$ cat src/rtl/mat_seq_ctrl.sv
// Operand sequencer for the systolic matrix-multiply datapath: BRAM address generation,
// operand steering, LOAD/DRAIN/SAVE sequencing. Define MAT_SEQ_PERF_EN to build the perf counters.
`timescale 1ns/1ps
module mat_seq_ctrl #(
    parameter int unsigned TILE      = 4,
    parameter int unsigned N_LINES   = 336,
    parameter int unsigned N_BLK     = 2,
    parameter int unsigned DRAIN_CYC = 8,
    parameter int unsigned RD_LAT    = 1,
    parameter int unsigned DATA_W    = 64,
    parameter int unsigned ADDR_W    = 32,
    localparam int unsigned BEAT_W   = (TILE > 1) ? $clog2(TILE) : 1,
    localparam int unsigned BLK_W    = (N_BLK > 1) ? $clog2(N_BLK) : 1
) (
    input  logic              clk,
    input  logic              rst,
    input  logic              start,
    input  logic [2:0]        mode,
    input  logic [ADDR_W-1:0] cfg_l_base,
    input  logic [ADDR_W-1:0] cfg_l_line_step,
    input  logic [ADDR_W-1:0] cfg_l_beat_step,
    input  logic [ADDR_W-1:0] cfg_r_base,
    input  logic [ADDR_W-1:0] cfg_r_blk_step,
    input  logic [ADDR_W-1:0] cfg_r_line_step,
    input  logic [ADDR_W-1:0] cfg_r_beat_step,
    input  logic              mem_rdy,
    input  logic [DATA_W-1:0] bram_data_hash,
    input  logic [DATA_W-1:0] bram_data_sp,
    input  logic [DATA_W-1:0] bram_data_dp,
    output logic [ADDR_W-1:0] addr_hash,
    output logic [ADDR_W-1:0] addr_sp,
    output logic [ADDR_W-1:0] addr_dp,
    output logic              rd_en,
    output logic [DATA_W-1:0] data_left,
    output logic [DATA_W-1:0] data_right,
    output logic              data_vld,
    output logic              transposition_select,
    output logic              systolic_state,
    output logic              systolic_mode,
    output logic              res_we,
    output logic [BEAT_W-1:0] res_row,
    output logic [BLK_W-1:0]  res_blk,
    output logic              busy,
    output logic              done,
    output logic [31:0]       perf_busy_cyc,
    output logic [31:0]       perf_stall_cyc
);
    localparam int unsigned LINE_W = (N_LINES > 1) ? $clog2(N_LINES) : 1;
    localparam int unsigned DRN_W  = (DRAIN_CYC > 1) ? $clog2(DRAIN_CYC) : 1;

    typedef enum logic [2:0] {S_IDLE, S_LOAD, S_DRAIN, S_SAVE, S_DONE} state_t;
    typedef enum logic [2:0] {M_NONE = 3'd0, M_AS = 3'd1, M_SA = 3'd2, M_SB = 3'd3, M_BS = 3'd4} mode_t;

    state_t              r_state, w_next;
    mode_t               r_mode;
    logic [BEAT_W-1:0]   r_beat;
    logic [LINE_W-1:0]   r_line;
    logic [BLK_W-1:0]    r_blk;
    logic [DRN_W-1:0]    r_drain;
    logic                r_tsel, r_sys_mode;
    logic [ADDR_W-1:0]   r_l_base, r_l_line, r_l_beat, r_r_base, r_r_blk, r_r_line, r_r_beat;
    logic                r_vld_pipe  [RD_LAT];
    mode_t               r_mode_pipe [RD_LAT];
    logic                w_start_ok, w_last_beat, w_last_line, w_drain_end, w_last_blk, w_busy;
    logic [ADDR_W-1:0]   w_l, w_r;

    assign w_start_ok  = start && (mode != 3'd0) && (mode <= 3'd4) && (r_state == S_IDLE);
    assign w_last_beat = (r_beat == BEAT_W'(TILE - 1));
    assign w_last_line = (r_line == LINE_W'(N_LINES - 1));
    assign w_drain_end = (r_drain == DRN_W'(DRAIN_CYC - 1));
    assign w_last_blk  = (r_blk == BLK_W'(N_BLK - 1));
    assign w_busy      = (r_state != S_IDLE);

    always_comb begin
        w_next = r_state;
        if (mem_rdy) begin
            case (r_state)
                S_IDLE:  if (w_start_ok) w_next = S_LOAD;
                S_LOAD:  if (w_last_beat && w_last_line) w_next = S_DRAIN;
                S_DRAIN: if (w_drain_end) w_next = S_SAVE;
                S_SAVE:  if (w_last_beat) w_next = w_last_blk ? S_DONE : S_LOAD;
                S_DONE:  w_next = S_IDLE;
                default: w_next = S_IDLE;
            endcase
        end
    end

    always_ff @(posedge clk) begin
        if (rst) r_state <= S_IDLE;
        else     r_state <= w_next;
    end

    // The beat counter doubles as the SAVE row index.
    always_ff @(posedge clk) begin
        if (rst) begin
            r_mode <= M_NONE;  r_beat <= '0;  r_line <= '0;  r_blk <= '0;  r_drain <= '0;
            r_tsel <= 1'b1;    r_sys_mode <= 1'b0;
            r_l_base <= '0; r_l_line <= '0; r_l_beat <= '0;
            r_r_base <= '0; r_r_blk <= '0; r_r_line <= '0; r_r_beat <= '0;
        end else if (mem_rdy) begin
            case (r_state)
                S_IDLE: if (w_start_ok) begin
                    r_mode     <= mode_t'(mode);
                    r_sys_mode <= (mode == 3'd1) || (mode == 3'd3);
                    r_beat <= '0;  r_line <= '0;  r_blk <= '0;  r_drain <= '0;  r_tsel <= 1'b1;
                    r_l_base <= cfg_l_base;  r_l_line <= cfg_l_line_step;  r_l_beat <= cfg_l_beat_step;
                    r_r_base <= cfg_r_base;  r_r_blk <= cfg_r_blk_step;
                    r_r_line <= cfg_r_line_step;  r_r_beat <= cfg_r_beat_step;
                end
                S_LOAD: begin
                    if (r_beat == '0) r_tsel <= ~r_tsel;
                    if (w_last_beat) begin
                        r_beat <= '0;
                        r_line <= w_last_line ? '0 : r_line + 1'b1;
                    end else begin
                        r_beat <= r_beat + 1'b1;
                    end
                end
                S_DRAIN: r_drain <= w_drain_end ? '0 : r_drain + 1'b1;
                S_SAVE: begin
                    r_beat <= w_last_beat ? '0 : r_beat + 1'b1;
                    if (w_last_beat) begin
                        r_line <= '0;
                        if (!w_last_blk) r_blk <= r_blk + 1'b1;
                    end
                end
                default: ;
            endcase
        end
    end

    assign w_l = r_l_base + ADDR_W'(r_line) * r_l_line + ADDR_W'(r_beat) * r_l_beat;
    assign w_r = r_r_base + ADDR_W'(r_blk) * r_r_blk + ADDR_W'(r_line) * r_r_line
               + ADDR_W'(r_beat) * r_r_beat;

    always_comb begin
        addr_hash = '0;
        addr_sp   = '0;
        addr_dp   = '0;
        if (r_state == S_LOAD) begin
            case (r_mode)
                M_AS:    begin addr_hash = w_l; addr_sp   = w_r; end
                M_SA:    begin addr_sp   = w_l; addr_hash = w_r; end
                M_SB:    begin addr_sp   = w_l; addr_dp   = w_r; end
                M_BS:    begin addr_dp   = w_l; addr_sp   = w_r; end
                default: ;
            endcase
        end
    end

    assign rd_en = (r_state == S_LOAD) && mem_rdy;

    // The read pipeline is never frozen: stalled beats simply show up as data_vld=0.
    always_ff @(posedge clk) begin
        if (rst) begin
            for (int unsigned i = 0; i < RD_LAT; i++) begin
                r_vld_pipe[i]  <= 1'b0;
                r_mode_pipe[i] <= M_NONE;
            end
        end else begin
            r_vld_pipe[0]  <= rd_en;
            r_mode_pipe[0] <= r_mode;
            for (int unsigned i = 1; i < RD_LAT; i++) begin
                r_vld_pipe[i]  <= r_vld_pipe[i-1];
                r_mode_pipe[i] <= r_mode_pipe[i-1];
            end
        end
    end

    assign data_vld = r_vld_pipe[RD_LAT-1];

    always_comb begin
        data_left  = '0;
        data_right = '0;
        if (data_vld) begin
            case (r_mode_pipe[RD_LAT-1])
                M_AS:    begin data_left = bram_data_hash; data_right = bram_data_sp;   end
                M_SA:    begin data_left = bram_data_sp;   data_right = bram_data_hash; end
                M_SB:    begin data_left = bram_data_sp;   data_right = bram_data_dp;   end
                M_BS:    begin data_left = bram_data_dp;   data_right = bram_data_sp;   end
                default: ;
            endcase
        end
    end

    assign transposition_select = r_tsel;
    assign systolic_state       = (r_state == S_LOAD) || (r_state == S_DRAIN);
    assign systolic_mode        = r_sys_mode;
    assign res_we               = (r_state == S_SAVE) && mem_rdy;
    assign res_row              = (r_state == S_SAVE) ? r_beat : '0;
    assign res_blk              = r_blk;
    assign busy                 = w_busy;
    assign done                 = (r_state == S_DONE);

`ifdef MAT_SEQ_PERF_EN
    logic [31:0] r_perf_busy, r_perf_stall;

    always_ff @(posedge clk) begin
        if (rst || (w_start_ok && mem_rdy)) begin
            r_perf_busy  <= '0;
            r_perf_stall <= '0;
        end else begin
            if (w_busy && (r_perf_busy != '1))               r_perf_busy  <= r_perf_busy + 1'b1;
            if (w_busy && !mem_rdy && (r_perf_stall != '1)) r_perf_stall <= r_perf_stall + 1'b1;
        end
    end

    assign perf_busy_cyc  = r_perf_busy;
    assign perf_stall_cyc = r_perf_stall;
`else
    assign perf_busy_cyc  = '0;
    assign perf_stall_cyc = '0;
`endif

endmodule

$ cat config.mk
export PLATFORM = sky130hd
export DESIGN_NAME = mat_seq_ctrl
export DESIGN_NICKNAME = d
export VERILOG_FILES = /design/src/rtl/mat_seq_ctrl.sv
export SDC_FILE = /design/constraint.sdc
export NUM_CORES = 2
export LEC_CHECK = 0
export ABC_CLOCK_PERIOD_IN_PS = 6600
export CORE_ASPECT_RATIO = 0.75
export CORE_UTILIZATION = 49
export CTS_CLUSTER_SIZE = 10
export DETAILED_ROUTE_END_ITERATION = 16
export GPL_ROUTABILITY_DRIVEN = 0
export PLACE_DENSITY = 0.8
export SLEW_MARGIN = 15
export SYNTH_ARGS = -nofsm -noshare
export SYNTH_HDL_FRONTEND = slang
export SYNTH_SLANG_ARGS = --single-unit
$ cat constraint.sdc
create_clock -name clk -period 6.6 [get_ports clk]
set_input_delay 0.66 -clock clk [delete_from_list [all_inputs] [get_ports clk]]
set_output_delay 0.66 -clock clk [all_outputs]
set_load 0.005 [all_outputs]
; ---- Yosys cells after proc, flatten, opt, wreduce, memory -nomap -nowiden
; Memory sizes are Yosys's and may differ from the RTL's.
; Index checks and enable logic that the tools add are counted.
[word_totals]
reg_bits = 247
latch_bits = 0
mem_bits_rw = 4
rom_bits = 0
in_bits = 423
output_inout_bits = 299
word_cells = 129
mem_count = 2
[classes]
add_sub_neg = 9
n_mul = 5
div_mod_pow = 0
magnitude_cmp = 1
n_eq_ne = 23
n_shift = 0
muxes = 42
bitwise_logic = 1
n_reduce_logical = 31
[memory_table]
columns = name, words, width, read_ports, rd_clocked_by_memory_dff, write_ports, line_no
row1 = r_mode_pipe, 1, 3, 1, 0, 1, 63  ; mode_t r_mode_pipe [RD_LAT];
row2 = r_vld_pipe, 1, 1, 1, 0, 1, 62  ; logic r_vld_pipe [RD_LAT];
[op_table]
columns = operator, count
row1 = $pmux 64 s3, 2
row2 = $pmux 32 s2, 3
row3 = $add 32x32->32, 5
row4 = $mux 64, 2
row5 = $mux 32, 3
row6 = $mul 2x32->32, 2
row7 = $mul 9x32->32, 2
row8 = $mux 9, 4
row9 = $mul 1x32->32, 1
row10 = $pmux 9 s3, 1
row11 = $mux 3, 8
row12 = $eq 3x2->1 const B, 7
row13 = $eq 3x1->1 const B, 4
row14 = $eq 3x3->1 const B, 4
row15 = $ne 2x2->1 const B, 6
row16 = $pmux 3 s4, 1
row17 = $mux 1, 11
row18 = $reduce_and 5->1, 2
row19 = $reduce_or 2->1, 5
row20 = $add 9x1->9 const B, 1
row21 = $eq 9x9->1 const B, 1
row22 = $reduce_and 3->1, 3
row23 = $reduce_bool 3->1, 3
row24 = $reduce_and 4->1, 2
row25 = other kinds (17), 29

; ---- Longest topological paths before layout
[logic_depth]
depth_word = 6
mapped_depth = 23
depth_no_buf = 20

; ---- Worst setup path after synthesis
; Ideal clock, no wire load.
[synth_path]
path_kind = flip-flop to output port
start = register r_line[2]
end = output addr_hash[30]
t_arrival_ns = 5.845
slack_ns = 0.095
path_stages_with_launch = 22
n_path_buf = 3
path_cell_list = dfxtp_1 -> clkbuf_1 -> clkbuf_1 -> clkbuf_1 -> nand2_1 -> fa_1 -> fa_1 -> inv_1 -> fa_1 -> fa_1 -> inv_1 -> fa_1 -> inv_1 -> ha_1 -> a21o_1 -> a211o_1 -> a311oi_2 -> nand2_1 -> or4_1 -> and3_4 -> o22a_1 -> nor2_1
[synth_between]
elab_chain_len = 5
word_cells_on_any_way = 8
[synth_lines]
columns = element, line_no
row1 = from (decl), 57  ; logic [LINE_W-1:0] r_line;
row2 = from (signal assigned), 114  ; r_line <= w_last_line ? '0 : r_line + 1'b1;
row3 = $mul 9x32->32 (on tied branches), "133, 132"
row4 = $add 32x32->32 (on tied branches), "133, 132"
row5 = $add 32x32->32 (on tied branches), "134, 132"
row6 = $pmux 32 s2 (*), 141  ; case (r_mode)
row7 = $mux 32 (*), 140  ; if (r_state == S_LOAD) begin
row8 = to (decl), 30  ; output logic [ADDR_W-1:0] addr_hash,
; Mark *: on every way between the ends. The rest lies on a longest branch, timed or not.

; ---- Final worst setup path
[layout_path]
start = register r_line[6]
end = output addr_hash[30]
; Same word-level chain as after synthesis.

==> results.yml <==
status:
  status: "finished, violations left"
  failed_checks: "negative setup slack"
grt:
  antenna_found_initial: 12
  grt_pass1_wl_um: 218400
  grtUsageTotal_pct: 38.68
  grt_pass1_vias: 37900
  grt.overflow.total: 0
  grt_max_degree: 129
floorplan:
  die_h_um: 235.0
  die-area_mm2: 0.07347
  rows: 85
  ioPinCount: 722
  initial_core_util_pct: 49.48
  fp.dieW_um: 312.7
  core_area_mm2: 0.07168
clock_network:
  cts.sinks: 251
  clkTransAtPathRegs_ns: 0.06
  cts_tree: "built"
  ctsLongestPathBuffers: 3
  cts_root_buffer: "clkbuf_16"
  cts-buffers-inserted: 34
  postCtsHoldBufs: 0
  htreeDepth: 2
  insertion_delay_ns: 0.58
worst_setup_path:
  crit_fanout: 10
  slowest_delay_ns: 0.67
  cp-start-kind: "flop"
  crit_chain: "buf_6, buf_16, nand2_1, fa_1, inv_1, fa_1, fa_1, fa_1, inv_1, fa_1, inv_1, ha_4, a21oi_1, o21a_2, a21o_1, a31oi_4, or4_1, and3_4, buf_6, o22a_4, nor2_2, buf_2"
  crit_top_cell: "fa_1"
  cp.required_ns: 5.94
  critPathBufInv: 7
  critical_path_class: "flop to output pin"
  cp.arrival_ns: 7.01
  crit_path_end_kind: "output pin"
  crit_family: "adder cells"
  cpMaxStageDelayCell: "fa_1"
pwr:
  p_leak_nw: 21.35
  powerDensity_mw_per_mm2: 93.08
  vdd_ir_drop_max_v: 0.0001392
timing:
  finalCriticalPeriod_ns: 7.675
  fmax_mhz: 130.3
  finClkSkew_ns: 0.03417
  hold_viol: 0
  rsz0062_at_grt: "true"
  maxSlewViolCount: 0
  max_slew.worst_pin.slew_ns: 1.335
  setup_viol_count_final: 68
  fin_crit_sh_pct: 116.3
  finalSetupTns_ns: -51.54
  slew_headroom_pct: 10.77
  fin_ws_ns: -1.075
cells_and_area:
  most-common-layout-cells: "nand2_1 (916), inv_1 (657), clkdlybuf4s50_1 (580)"
  layout_commonest_cell: "nand2_1"
  nNetsFinal: 6607
  drive_gt1_share_pct: 20.52
  synthToLayoutAreaGrowth_pct: 41.08
  fillers: 5094
route:
  drt-wirelength-per-cell_um: 24.37
  drt_iter0_markers: 5250
  dr.pass1.iters: 10
  post-route-drc-count: 0
  num_vias: 38410
  ant_nets: 0
  vias_per_cell: 5.913
  routed_wl_um: 158300
synthesis:
  yosys_warnings: 0
  synth_area_mm2: 0.03547
  ys_seq_area_share_pct: 14.17
  avgSynthCellArea_um2: 7.677
  synth_seq_cells: 251
  synth_cell_type_count: 75
  synth_edf_count: 0
  synthArstFlopShare_pct: 0
  synthFlopType: "dfxtp_1"
  syn-instance-count: 4620
placement:
  place_ws_ns: -0.6768
  dp_hpwl_um: 103800
  port_buffers: 657
flow_run:
  cap_viol_max_count: 0
hold_path:
  worstHoldPathType: "flop to flop"
## worst paths after layout
check	depth (start not counted)	to	slack, ns	from
hold reg to reg	2	r_r_blk[20]	0.45	r_r_blk[20]
setup / recovery	22	addr_hash[30]	-1.07	r_line[6]
setup reg to reg	7	r_state[1]	3.41	r_state[2]
hold / removal	2	r_r_blk[20]	0.45	r_r_blk[20]
## tightest hold or removal path: cells and delay by family (launching register included)
family / cells / cell delay (ns)
flip-flops: 1 / 0.30
AO/OA/AOI/OAI: 1 / 0.05
AND/OR/NAND/NOR: 1 / 0.05
## layout make-up
type	count	area, µm²	share of cell area (%)
Multi-Input combinational cell	3364	28730	57.42
Timing Repair Buffer	1172	11360	22.70
Sequential cell	251	5112	10.22
Inverter	694	2608	5.211
Tap cell	957	1197	2.393
Clock buffer	38	875.8	1.750
Clock inverter	12	135.1	0.2701
Antenna cell	8	20.02	0.04001
## kinds of logic after synthesis
group / count (synthesis) / share of synthesized area [%]
other cells: 1 / 0.01057
mux: 67 / 2.117
flops: 251 / 14.17
xor+xnor: 92 / 2.350
fa+ha+maj: 667 / 35.43
simple gates: 1701 / 20.61
compound gates: 773 / 13.28
buf+inv: 1068 / 12.04
## cell usage after synthesis (all sizes together), types with 13 or more instances
library cell    n  area share (%)
a211oi         13            0.28
a21o           16            0.35
a21oi         417             5.9
a22oi         178             3.8
and2          239             4.2
and3           17            0.31
buf           128             2.1
clkbuf        245             2.6
dfxtp         251              14
fa            562              32
ha            105             3.7
inv           694             7.3
mux2           64             2.0
nand2         954              10
nand2b         14            0.25
nand3          31            0.44
nor2          372             3.9
nor3           18            0.25
o211ai         13            0.28
o21ai          47            0.67
o22ai          20            0.35
xnor2          56             1.4
xor2           34            0.84
## registers in the layout, summed over array words and instances (netlist names)
signal	cells
r_l_base	32
r_l_beat	32
r_l_line	32
r_r_base	32
r_r_beat	32
r_r_blk	32
r_r_line	32
r_line	9
r_drain	3
r_mode	3
r_mode_pipe	3
r_state	3
r_beat	2
r_vld_pipe	1
res_blk	1
systolic_mode	1
transposition_select	1
## routing by layer
layer / part of all wire, % / GRT usage, % / wire, µm
met5: 0.037 / 0 / 59
met4: 9.5 / 27.66 / 15000
met3: 15 / 13.46 / 22990
met2: 43 / 58.66 / 67720
met1: 33 / 45.67 / 52520
## through the flow
stage	hold slack (ns)	instance area, µm²	util, %	instances	power (mW)
finish	0.4513	50040	69.80	6496	4.657
global route	0.4718	50020	69.79	6491	4.791
CTS	0.4527	48770	68.03	6446	4.525
detailed placement	0.4429	44910	62.66	6286	2.666
global placement	0.4400	44910	62.66	6286	2.644
floorplan	0.4317	35700	-	4683	2.139
## power by group
part / switching [mW] / internal, mW
Combinational: 0.635 / 0.566
Sequential: 0.0875 / 1.57
Clock: 0.768 / 1.03
## timing repair
action	4_1_cts	5_1_grt
setup endpoints to repair	75	81
gates resized for setup	661	268
cloned	14	2
pin swaps	244	181
buffers inserted	102	56
(Power assumes the default switching activity.)
